[config.mk]
export PLATFORM = sky130hd
export DESIGN_NAME = inst_queue
export DESIGN_NICKNAME = d
export VERILOG_FILES = /design/src/rtl/inst_queue.sv
export SDC_FILE = /design/constraint.sdc
export NUM_CORES = 1
export LEC_CHECK = 0
export BUFFER_PORTS_ARGS = -buffer_cell sky130_fd_sc_hd__buf_2
export CAP_MARGIN = 20
export CORE_MARGIN = 2
export CORE_UTILIZATION = 35
export CTS_BUF_LIST = sky130_fd_sc_hd__clkbuf_4 sky130_fd_sc_hd__clkbuf_8
export CTS_CLUSTER_SIZE = 28
export DETAILED_ROUTE_END_ITERATION = 6
export SLEW_MARGIN = 20
export SYNTH_ARGS = -nofsm -noshare
export SYNTH_HDL_FRONTEND = slang
export SYNTH_SLANG_ARGS = --single-unit
[constraint.sdc]
create_clock -name clk_in -period 10.8 [get_ports clk_in]
set_clock_uncertainty 0.15 [all_clocks]
set_input_delay 0.54 -clock clk_in [delete_from_list [all_inputs] [get_ports clk_in]]
set_output_delay 0.54 -clock clk_in [all_outputs]
set_load 0.005 [all_outputs]
[src/rtl/inst_queue.sv]
// inst_queue: fetch sequencer (ICache request + BTB-steered next PC) feeding a 2**IQ_ADDR_WIDTH entry
// instruction FIFO for the decoder. Build option: define IQ_JAL_PREDECODE_EN to predecode JAL on push.
module inst_queue #(
  parameter int IQ_ADDR_WIDTH = 4
) (
  input  logic        clk_in,
  input  logic        rst_in,
  input  logic        rdy_in,
  output logic        IC_req,
  output logic [31:0] IC_PC,
  input  logic        IC_ready,
  input  logic [31:0] IC_inst,
  output logic [31:0] BTB_PC,
  input  logic        BTB_predict,
  input  logic [31:0] BTB_target,
  output logic        IQ_flag,
  output logic [31:0] IQ_inst,
  output logic [31:0] IQ_PC,
  output logic [31:0] IQ_BTB_PC,
  output logic        IQ_BTB_predict,
  input  logic        Dec_flag,
  input  logic        ROB_clear,
  input  logic [31:0] ROB_PC
);

  localparam int DEPTH = 1 << IQ_ADDR_WIDTH;
  localparam logic [IQ_ADDR_WIDTH:0]   CNT_ZERO = {(IQ_ADDR_WIDTH+1){1'b0}};
  localparam logic [IQ_ADDR_WIDTH:0]   CNT_ONE  = {{IQ_ADDR_WIDTH{1'b0}}, 1'b1};
  localparam logic [IQ_ADDR_WIDTH:0]   CNT_FULL = {1'b1, {IQ_ADDR_WIDTH{1'b0}}};
  localparam logic [IQ_ADDR_WIDTH-1:0] PTR_ZERO = {IQ_ADDR_WIDTH{1'b0}};
  localparam logic [IQ_ADDR_WIDTH-1:0] PTR_ONE  = {{(IQ_ADDR_WIDTH-1){1'b0}}, 1'b1};

  typedef enum logic {
    S_IDLE = 1'b0,
    S_WAIT = 1'b1
  } state_t;

  state_t                   state_r;
  logic                     ic_req_r;
  logic [31:0]              ic_pc_r;
  logic [31:0]              fetch_pc_r;
  logic [IQ_ADDR_WIDTH-1:0] head_r;
  logic [IQ_ADDR_WIDTH-1:0] tail_r;
  logic [IQ_ADDR_WIDTH:0]   count_r;

  logic [31:0] inst_mem_r [DEPTH];
  logic [31:0] pc_mem_r   [DEPTH];
  logic [31:0] nxt_mem_r  [DEPTH];
  logic        pred_mem_r [DEPTH];

  logic [31:0] nxt_pc_s;
  logic        nxt_pred_s;
  logic        push_s;
  logic        pop_s;
  logic        nonempty_s;

  function automatic logic [31:0] seq_pc(input logic [31:0] pc);
    return pc + 32'd4;
  endfunction

`ifdef IQ_JAL_PREDECODE_EN
  localparam logic [6:0] OP_JAL = 7'b1101111;

  function automatic logic [31:0] jal_offset(input logic [31:0] inst);
    return {{11{inst[31]}}, inst[31], inst[19:12], inst[20], inst[30:21], 1'b0};
  endfunction
`endif

  // Next fetch PC and stored prediction bit for the instruction returning this cycle.
  always_comb begin
    nxt_pc_s   = seq_pc(fetch_pc_r);
    nxt_pred_s = 1'b0;
`ifdef IQ_JAL_PREDECODE_EN
    if (IC_inst[6:0] == OP_JAL) begin
      nxt_pc_s   = fetch_pc_r + jal_offset(IC_inst);
      nxt_pred_s = 1'b1;
    end else if (BTB_predict) begin
      nxt_pc_s   = BTB_target;
      nxt_pred_s = 1'b1;
    end else begin
      nxt_pc_s   = seq_pc(fetch_pc_r);
      nxt_pred_s = 1'b0;
    end
`else
    if (BTB_predict) begin
      nxt_pc_s   = BTB_target;
      nxt_pred_s = 1'b1;
    end else begin
      nxt_pc_s   = seq_pc(fetch_pc_r);
      nxt_pred_s = 1'b0;
    end
`endif
  end

  // A flush discards both a returning instruction and a decoder pop in the same cycle.
  assign nonempty_s = (count_r != CNT_ZERO);
  assign push_s     = (state_r == S_WAIT) && IC_ready && !ROB_clear;
  assign pop_s      = Dec_flag && nonempty_s && !ROB_clear;

  assign IC_req  = ic_req_r;
  assign IC_PC   = ic_pc_r;
  assign BTB_PC  = fetch_pc_r;
  assign IQ_flag = nonempty_s;

  // Head entry presented to the decoder; zeros while the queue is empty.
  always_comb begin
    if (nonempty_s) begin
      IQ_inst        = inst_mem_r[head_r];
      IQ_PC          = pc_mem_r[head_r];
      IQ_BTB_PC      = nxt_mem_r[head_r];
      IQ_BTB_predict = pred_mem_r[head_r];
    end else begin
      IQ_inst        = 32'h0;
      IQ_PC          = 32'h0;
      IQ_BTB_PC      = 32'h0;
      IQ_BTB_predict = 1'b0;
    end
  end

  // Entry storage; slots are only observed while they lie between head and tail.
  always_ff @(posedge clk_in) begin
    if (!rst_in && rdy_in && push_s) begin
      inst_mem_r[tail_r] <= IC_inst;
      pc_mem_r[tail_r]   <= fetch_pc_r;
      nxt_mem_r[tail_r]  <= nxt_pc_s;
      pred_mem_r[tail_r] <= nxt_pred_s;
    end
  end

  // Fetch FSM, queue pointers and occupancy.
  always_ff @(posedge clk_in) begin
    if (rst_in) begin
      state_r    <= S_IDLE;
      ic_req_r   <= 1'b0;
      ic_pc_r    <= 32'h0;
      fetch_pc_r <= 32'h0;
      head_r     <= PTR_ZERO;
      tail_r     <= PTR_ZERO;
      count_r    <= CNT_ZERO;
    end else if (rdy_in) begin
      if (ROB_clear) begin
        state_r    <= S_IDLE;
        ic_req_r   <= 1'b0;
        fetch_pc_r <= ROB_PC;
        head_r     <= PTR_ZERO;
        tail_r     <= PTR_ZERO;
        count_r    <= CNT_ZERO;
      end else begin
        case (state_r)
          S_IDLE: begin
            // Only one request is ever outstanding, so a free slot now guarantees room for its push.
            if (count_r < CNT_FULL) begin
              state_r  <= S_WAIT;
              ic_req_r <= 1'b1;
              ic_pc_r  <= fetch_pc_r;
            end
          end
          S_WAIT: begin
            if (IC_ready) begin
              fetch_pc_r <= nxt_pc_s;
              ic_req_r   <= 1'b0;
              state_r    <= S_IDLE;
            end
          end
          default: begin
            state_r  <= S_IDLE;
            ic_req_r <= 1'b0;
          end
        endcase

        if (push_s) begin
          tail_r <= tail_r + PTR_ONE;
        end
        if (pop_s) begin
          head_r <= head_r + PTR_ONE;
        end

        case ({push_s, pop_s})
          2'b10:   count_r <= count_r + CNT_ONE;
          2'b01:   count_r <= count_r - CNT_ONE;
          default: count_r <= count_r;
        endcase
      end
    end
  end

endmodule
* Yosys cells after proc, flatten, opt, wreduce, memory -nomap -nowiden *
Memories as Yosys holds them, arrays and structs flattened. A register that Yosys moved wholly into a read port is not among the register bits.
Index checks and enable logic that the tools add are counted.

cells by class
  add/sub/neg operators = 5
  $mul = 0
  divide/modulo/power cells = 0
  magnitude comparators = 1
  equality and inequality tests = 4
  shifts and indexed selects = 0
  muxes and demuxes = 33
  bitwise logic cells = 2
  reduce and logical (&&, ||, !) cells = 20

operators by type and width
  cell                                                                    number
  32-bit 2-to-1 mux                                                       7
  4-bit 2-to-1 mux                                                        12
  32-bit by 3-bit adder with 32-bit output (second input constant)        1
  1-bit 2-to-1 mux                                                        10
  5-bit one-hot mux with 2 select lines                                   1
  4-bit by 1-bit adder with 4-bit output (second input constant)          2
  2-bit nonzero test                                                      4
  1-bit logical AND                                                       6
  3-bit != test (second input constant)                                   2
  2-bit AND reduction                                                     3
  3-bit AND reduction                                                     2
  5-bit by 1-bit adder with 5-bit output (second input constant)          1
  5-bit < comparator (second input constant)                              1
  5-bit 2-to-1 mux                                                        1
  5-bit nonzero test                                                      1
  5-bit by 1-bit subtractor with 5-bit output (second input constant)     1
  1-bit one-hot mux with 2 select lines                                   2
  4-bit AND reduction                                                     1
  3-bit nonzero test                                                      1
  2-bit by 1-bit equality test with 1-bit output (second input constant)  1
  2-bit equality test (second input constant)                             1
  1-bit logical NOT                                                       2
  1-bit NOT                                                               2

storage, ports and cells
  bits in registers = 79
  bits in latches = 0
  bits in writable memories = 1552
  bits in read-only memories = 0
  input port bits = 103
  memories kept = 4

memories
  name        words  bits a word  read ports  clocked after memory_dff  wr ports  RTL line  source
  inst_mem_r  16     32           1           1                         1         46        logic [31:0] inst_mem_r [DEPTH];
  nxt_mem_r   16     32           1           1                         1         48        logic [31:0] nxt_mem_r [DEPTH];
  pc_mem_r    16     32           1           1                         1         47        logic [31:0] pc_mem_r [DEPTH];
  pred_mem_r  16     1            1           1                         1         49        logic pred_mem_r [DEPTH];

* Logic depth before layout (Yosys ltp) *
Gate-level depths: netlist of the first run.

  depth after elaboration = 7
  gate-level depth with buffers = 9
  depth with buffers taken out = 9

* Worst setup path before layout of the first run *
OpenSTA, ideal clock, no wires.

  path type = input port to flip-flop
  from = in rdy_in
  to = mem inst_mem_r[3][0] (enable)
  library setup time = 0.672 ns
  arrival time = 8.193 ns
  data required time = 9.978 ns
  path slack = 1.785 ns
  stages on the path = 5
  path buffers = 1
  cells stage by stage = clkbuf_1 > o21ai_1 > nor3_1 > nand2_1 > nor3_1

between the ends
  longest elaborated chain between the ends = 4

RTL lines
  what                                    RTL line  source
  start, declared                         8         input logic rdy_in,
  1-bit logical AND (2 in series)         122       if (!rst_in && rdy_in && push_s) begin
  1-bit 2-to-1 mux                        122
  1-bit 2-to-1 mux (not written as such)  123       inst_mem_r[tail_r] <= IC_inst;
  end, declared                           46

Every way passes these cells.

==> qor.yml, run 1 <==
status: "completed"
grt_max_degree: 116
cts_repair_resize_count: 0
post-route-min-period_ps: 5567
die_h_um: 430.3
ys_seq_area_frac: 0.7589
nets: 3629
routed_wl_um: 169300
syn_area_um2: 63600
start_kind: "flip-flop"
dpl.cell_count: 5491
synthCells: 2924
ys_types: 68
rows: 156
avgSynthCellArea_um2: 21.75
p_int_uw: 10080
die_width_um: 430.3
vias_per_cell: 5.267
synth_nets: 3035
slew_viol_final: 0
crit_slowest_cell: "dfxtp_4"
switching_share: 0.2136
setup_viol: 0
wl_per_cell_um: 27.89
combPwrFrac: 0.037
hold_viol_final: 0
clkPwrFrac: 0.417
grt_antenna_before_repair: 8
synth.most_common_cell: "edfxtp_1"
drive_gt1_frac: 0.3577
cts_tree: "yes"
required_ps: 10110
ir_drop_uv: 114.5
grt_pass1_wl_um: 242400
ant_nets: 0
seqPwrFrac: 0.546
endpoint_kind: "output pin"
ys_warn_count: 0
fmax_ghz: 0.1796
clock-sinks: 1635
syn_to_final_growth_pct: 17.27
first_global_vias: 33874
clock_latency_ps: 970
synth.top_cell.area_share: 0.7327
core_area_um2: 180700
min-delay-start: "BTB_target[8]"
ys.flop_type: "edfxtp_1"
dp_hpwl_um: 91760
drt_pre_antenna_iters: 5
pin_count: 266
p_per_area_nw_per_um2: 171.8
vias: 31968
relSlewSlack: 0.2831
synth-seq-cells: 1635
synthTopCellsByCount: "edfxtp_1 (1,552), mux4_2 (485), nand2_1 (123)"
cp-endpoint: "IQ_BTB_PC[16]"
hp-class: "in2reg"
synth-edff-count: 1552
multi_input_area_um2: 14750
synth_top_cell_by_area: "edfxtp_1"
route.detailed.drc: 0
ff2ff_path_depth: 8
path_buf_inv: 3
max-cap-violations: 0
initial_utilization: 0.3519
critPathKind: "reg2out"
power.switching_uw: 2738
fillCellCount: 15866
grt-ovfl-total: 0
p_leak_uw: 0.02357
gr-usage-all-layers: 0.1821
tns_ps: 0
reg2reg_to: "nxt_mem_r[8][25]"
post-route-period-util: 0.5155
finalNonFillerCells: 6069
crit_chain: "buf_4 -> buf_6 -> mux4_2 -> mux4_2 -> and2_1 -> buf_2"
async_flop_share: 0
r2r_start: "state_r"
place_congestion: 0.7925
port_buffers: 265
grt_setup_unrepaired: "false"
max_stage_delay_ps: 920
cts_root_buffer: "clkbuf_8"
numCtsBuffers: 290
seq_area_um2: 48280
drt_first_iter_violations: 2897
crit_path_frequent_cell: "mux4_2"
critPathArrivalTime_ps: 4880
tightestPinTransition_ps: 1075
die_area_um2: 185100
synthTopCellsByArea: "edfxtp_1 (73%), mux4_2 (17%), dfxtp_1 (2.6%)"
clk_pin_slew_ps: 50
htree_levels: 5
reg2reg_slack_ps: 6420
crit_path_max_fanout: 78
crit_cells: 6
clock_path_buffers: 4
crit_family: "buffers and inverters"
## power by group through the flow
stage	registers (µW)	logic, µW	clock network [µW]
after floorplan	7140	185	0
after global placement	7130	442	0
after detailed placement	7130	450	0
after CTS	7000	485	5480
after global routing	6990	513	5770
final	7000	473	5350
## sequential cells by signal (all words and copies together), names as in the netlist, 5 cells and up, named ones only
name,cells
count_r,5
nxt_mem_r,512
inst_mem_r,512
pc_mem_r,512
IC_PC,32
BTB_PC,32
pred_mem_r,16
## cell type report
type                            count  area share
Multi-Input combinational cell   1107      0.1977
Sequential cell                  1635      0.6473
Antenna cell                        3   0.0001006
Tap cell                         2370     0.03976
Clock buffer                      382     0.06378
Clock inverter                     88    0.006593
Inverter                            8   0.0004026
Timing Repair Buffer              476     0.04430
## metal layers
metal,share of wire,up-vias,wire length [µm],GRT usage
met2,0.53,1016,89150,0.3211
met4,0.030,2,5161,0.06483
met3,0.049,268,8225,0.03255
met5,0.000077,-,13,0
li1,-,13444,-,-
met1,0.39,17238,66740,0.2247
## what timing repair did
action                                 CTS  global route
setup buffers                            0             0
endpoints found under the hold margin  770             0
hold buffers                           105             0
## layout by cell type, fill, tap and decap left out, types with 18 or more instances in the layout
| cell type | n |
|---|---|
| nor3_1 | 18 |
| mux4_2 | 485 |
| nor2_1 | 50 |
| buf_4 | 96 |
| clkbuf_4 | 80 |
| dfxtp_1 | 78 |
| clkinv_2 | 19 |
| clkinv_1 | 58 |
| and2_1 | 99 |
| dlygate4sd3_1 | 105 |
| nand2_1 | 122 |
| a21oi_1 | 68 |
| o21ai_0 | 31 |
| buf_2 | 264 |
| clkbuf_8 | 302 |
| edfxtp_1 | 1552 |
## cells by family after synthesis
kind of cell	count (synthesis)	synth area share
flops	1635	0.7589
compound gates	182	0.01804
fa+ha+maj	8	0.001574
mux	498	0.1739
xor+xnor	25	0.003443
buf+inv	182	0.01204
simple gates	394	0.03218
## how the worst min path moves through the flow
| stage | to | slack (ps) | depth (start not counted) |
|---|---|---|---|
| after floorplan | IC_PC[0] | 300 | 2 |
| final | nxt_mem_r[14][8] | 80 | 4 |
| after detailed placement | IC_PC[27] | 300 | 2 |
| after global routing | nxt_mem_r[12][9] | 60 | 4 |
| after CTS | nxt_mem_r[4][8] | 9 | 4 |
| after global placement | IC_PC[28] | 290 | 2 |
## tightest hold or removal path, delay by kind of cell
kind,cells,cell delay (ps)
AO/OA/AOI/OAI,1,110
AND/OR/NAND/NOR,1,60
buffers and inverters,2,320
## metrics by stage
step | power, µW | cell area, µm² | hold WS [ps] | utilization | setup WS, ps
after floorplan | 7330 | 63600 | 302.7 | - | 1785
after CTS | 12960 | 74580 | 8.613 | 0.4126 | 4976
final | 12820 | 74590 | 80.14 | 0.4127 | 5233
after global placement | 7568 | 68250 | 292.1 | 0.3776 | 5727
after detailed placement | 7577 | 68280 | 295.9 | 0.3777 | 5726
after global routing | 13280 | 74590 | 63.34 | 0.4127 | 4862
Note: power is estimated with default switching activity, not from simulation.
==> run 2, diff against run 1 <==
==> constraint.sdc (replaced) <==
create_clock -name clk_in -period 5.6 [get_ports clk_in]
set_clock_uncertainty 0.15 [all_clocks]
set_input_delay 0.28 -clock clk_in [delete_from_list [all_inputs] [get_ports clk_in]]
set_output_delay 0.28 -clock clk_in [all_outputs]
set_load 0.005 [all_outputs]
==> qor.yml, run 2 (synthesis gave the netlist of run 1 again) <==
status: "completed"
core_area_um2: 180700
p_per_area_nw_per_um2: 325.7
crit_chain: "buf_4 -> buf_4 -> mux4_2 -> mux4_2 -> and2_1 -> buf_2"
cts_repair_resize_count: 0
slew_viol_final: 0
fmax_ghz: 0.2247
cts_tree: "yes"
gr-usage-all-layers: 0.1764
initial_utilization: 0.3519
drt_first_iter_violations: 2837
endpoint_kind: "output pin"
critPathKind: "reg2out"
clock_path_buffers: 4
ant_nets: 0
clk_pin_slew_ps: 60
hold_viol_final: 0
first_global_vias: 33918
reg_top3: "inst_mem_r: 512 flops, nxt_mem_r: 512 flops, pc_mem_r: 512 flops"
clock_latency_ps: 1020
drt_pre_antenna_iters: 5
wl_per_cell_um: 26.79
utilization: 0.4177
drive_gt1_frac: 0.3539
vias_per_cell: 5.243
rows: 156
mostFrequentLayoutCells: "edfxtp_1 (1,552), mux4_2 (485), clkbuf_8 (294)"
cts_root_buffer: "clkbuf_8"
layout_commonest_cell: "edfxtp_1"
port_buffers: 265
setup_viol: 0
post-route-min-period_ps: 4451
max-cap-violations: 0
vias: 32142
place_congestion: 0.8115
crit_path_max_fanout: 43
grt_max_degree: 112
grt_setup_unrepaired: "false"
relSlewSlack: 0.3023
p_leak_uw: 0.02387
numCtsBuffers: 281
start_kind: "flip-flop"
dp_hpwl_um: 92270
max_stage_delay_ps: 1000
crit_slowest_cell: "dfxtp_4"
pre_cts_slack_ps: 1643
grt_antenna_before_repair: 7
critPathArrivalTime_ps: 4020
worst_slack_ps: 1149
required_ps: 5170
grt-ovfl-total: 0
die_area_um2: 185100
clock-sinks: 1635
pin_count: 266
routed_wl_um: 164200
die_h_um: 430.3
syn_to_final_growth_pct: 18.69
post-route-period-util: 0.7948
htree_levels: 5
tightestPinTransition_ps: 1045
route.detailed.drc: 0
nets: 3686
hp-class: "in2reg"
die_width_um: 430.3
ir_drop_uv: 176.0
grt_pass1_wl_um: 237300
[run 2: path summary, 6_finish.rpt]
check	from	endpoint	slack, ps	depth (start not counted)
hold reg to reg	IC_PC[27]	IC_PC[27]	300	2
hold / removal	IC_inst[21]	inst_mem_r[15][21]	110	2
setup reg to reg	BTB_PC[3]	BTB_PC[15]	1250	7
setup / recovery	flip-flop	IQ_PC[27]	1150	6
[run 2: layout make-up]
| class | instances | area [µm²] |
|---|---|---|
| multi-input combinational | 1107 | 14770 |
| fill | 15807 | 105300 |
| clock buffer | 386 | 4737 |
| antenna | 2 | 5.005 |
| clock inverter | 80 | 434.2 |
| sequential | 1635 | 48280 |
| tap | 2370 | 2965 |
| timing repair buffer | 542 | 4267 |
| inverter | 8 | 30.03 |
[run 2: what timing repair did]
| item | 4_1_cts | 5_1_grt |
|---|---|---|
| hold buffers | 164 | 1 |
| setup buffers | 0 | 0 |
| hold endpoints to repair | 1107 | 16 |
[run 2: per-layer routing]
layer	wire length [µm]	global-route usage	vias to the layer above
met2	85570	0.3064	1044
met4	5284	0.06661	0
met5	0	0	-
met1	64930	0.2203	17246
li1	-	-	13570
met3	8451	0.03137	282
[run 2: critical path, delay by kind of cell, from the launching register on]
family	cells	cell delay, ps
muxes	2	1030
DFF	1	1000
buffers and inverters	3	830
and+or+nand+nor	1	170
[run 2: metrics by stage]
step / cell area (µm²) / std cells / total power [µW] / TNS, ps / hold slack, ps
after floorplan: 63620 / 2924 / 14130 / -707530 / 228.9
after global placement: 68600 / 5495 / 14570 / 0 / 292.2
after detailed placement: 68610 / 5495 / 14600 / 0 / 295.2
after CTS: 75420 / 6125 / 24860 / 0 / 2.868
after global routing: 75490 / 6130 / 25450 / 0 / 51.87
final: 75490 / 6130 / 24590 / 0 / 112.0
[run 2: where the power goes]
part / internal [µW] / total (µW) / switching (µW) / leakage, µW
Sequential: 13500 / 13500 / 57.0 / 0.0148
Combinational: 348 / 913 / 566 / 0.00633
Clock: 5570 / 10200 / 4590 / 0.00274
==> run 3, diff against run 2 <==
==> constraint.sdc (replaced) <==
create_clock -name clk_in -period 3.75 [get_ports clk_in]
set_clock_uncertainty 0.15 [all_clocks]
set_input_delay 0.1875 -clock clk_in [delete_from_list [all_inputs] [get_ports clk_in]]
set_output_delay 0.1875 -clock clk_in [all_outputs]
set_load 0.005 [all_outputs]
==> qor.yml, run 3 (synthesis gave the netlist of run 1 again) <==
fmax_ghz: 0.2723
port_buffers: 265
grt_pass1_wl_um: 248600
relSlewSlack: 0.3052
slew_viol_final: 0
vias_per_cell: 5.295
post_dp_cell_area_um2: 69290
p_per_area_nw_per_um2: 477.6
die_h_um: 430.3
setup_viol: 0
critPathArrivalTime_ps: 3330
first_global_vias: 35112
clock_path_buffers: 4
wl_per_cell_um: 27.80
pin_count: 266
fillCellCount: 15661
place_congestion: 0.8096
drt_first_iter_violations: 3421
routed_wl_um: 174000
p_leak_uw: 0.02466
clock-sinks: 1635
finalNonFillerCells: 6259
layout_commonest_cell: "edfxtp_1"
dpl.cell_count: 5536
clk_pin_slew_ps: 60
grt_antenna_before_repair: 14
tns_ps: 0
cts_root_buffer: "clkbuf_8"
endpoint_kind: "output pin"
postLayoutCellArea_um2: 77330
core_area_um2: 180700
mostFrequentLayoutCells: "edfxtp_1 (1,552), mux4_2 (485), clkbuf_8 (301)"
die_width_um: 430.3
syn_to_final_growth_pct: 21.57
rows: 156
hold_viol_final: 0
drive_gt1_frac: 0.3645
vias: 33144
max-cap-violations: 0
post-route-period-util: 0.9792
totalPowerFinal_uw: 36930
crit_path_max_fanout: 16
ir_drop_uv: 369.9
clock_latency_ps: 1020
initial_utilization: 0.3519
critPathKind: "reg2out"
route.detailed.drc: 0
dp_hpwl_um: 93690
post-route-min-period_ps: 3672
start_kind: "flip-flop"
ant_nets: 0
required_ps: 3410
nets: 3805
grt_setup_unrepaired: "true"
cts_tree: "yes"
die_area_um2: 185100
gr-usage-all-layers: 0.1868
htree_levels: 5
grt_max_degree: 102
hp-class: "in2reg"
tightestPinTransition_ps: 1042
drt_pre_antenna_iters: 6
reg_top3: "inst_mem_r: 512 flops, nxt_mem_r: 512 flops, pc_mem_r: 512 flops"
grt-ovfl-total: 0
status: "completed"
numCtsBuffers: 288
[run 3: metrics by stage]
| stage | util | worst slack (ps) | hold slack, ps |
|---|---|---|---|
| after detailed placement | 0.3833 | 814.9 | 296.8 |
| after floorplan | - | -450.9 | 136.4 |
| after global routing | 0.4278 | -61.82 | 82.34 |
| after CTS | 0.4272 | -55.40 | 2.140 |
| after global placement | 0.3833 | 780.0 | 291.2 |
| final | 0.4278 | 78.11 | 106.6 |
[run 3: layout make-up]
cell class | count | area [µm²] | share of cell area
flip-flops and latches | 1635 | 48280 | 0.6244
multi-input cells | 1107 | 14790 | 0.1913
repair buffers | 654 | 6023 | 0.07790
clock buffers | 390 | 4811 | 0.06222
well taps | 2370 | 2965 | 0.03835
clock inverters | 85 | 399.1 | 0.005162
inverters | 8 | 30.03 | 0.0003883
diodes | 10 | 25.02 | 0.0003236
[run 3: path summary, 6_finish.rpt]
check	to	cells past startpoint	slack (ps)	start
setup / recovery	IQ_PC[27]	7	80	flip-flop
hold / removal	BTB_PC[30]	5	110	rst_in
setup reg to reg	BTB_PC[25]	8	190	BTB_PC[4]
hold reg to reg	IC_PC[7]	2	300	IC_PC[7]
[run 3: what timing repair did]
action,in CTS,in global routing
pin swaps,1,0
cloned,13,0
setup endpoints to repair,83,35
setup buffers,13,6
hold buffers,207,0
endpoints found under the hold margin,1488,0
gates resized for setup,33,17
[run 3: report_power, final]
group / leakage (µW) / internal [µW] / switching (µW) / total, µW
Sequential: 0.0148 / 20100 / 31.9 / 20100
Clock: 0.00276 / 8310 / 6940 / 15200
Combinational: 0.00709 / 609 / 941 / 1550
[run 3: layer usage]
metal  part of all wire  vias to the layer above  track usage
li1                   -                    13836            -
met1               0.40                    17836       0.2350
met2               0.52                     1153       0.3225
met3              0.054                      311      0.03494
met4              0.031                        8      0.06753
met5            0.00030                        -            0
[run 3: worst max-delay path: stages (launching register included)]
cell	delay, ps
dfxtp_4	370
buf_12	130
buf_16	200
bufbuf_16	360
mux4_2	530
mux4_2	460
and2_1	180
buf_2	130
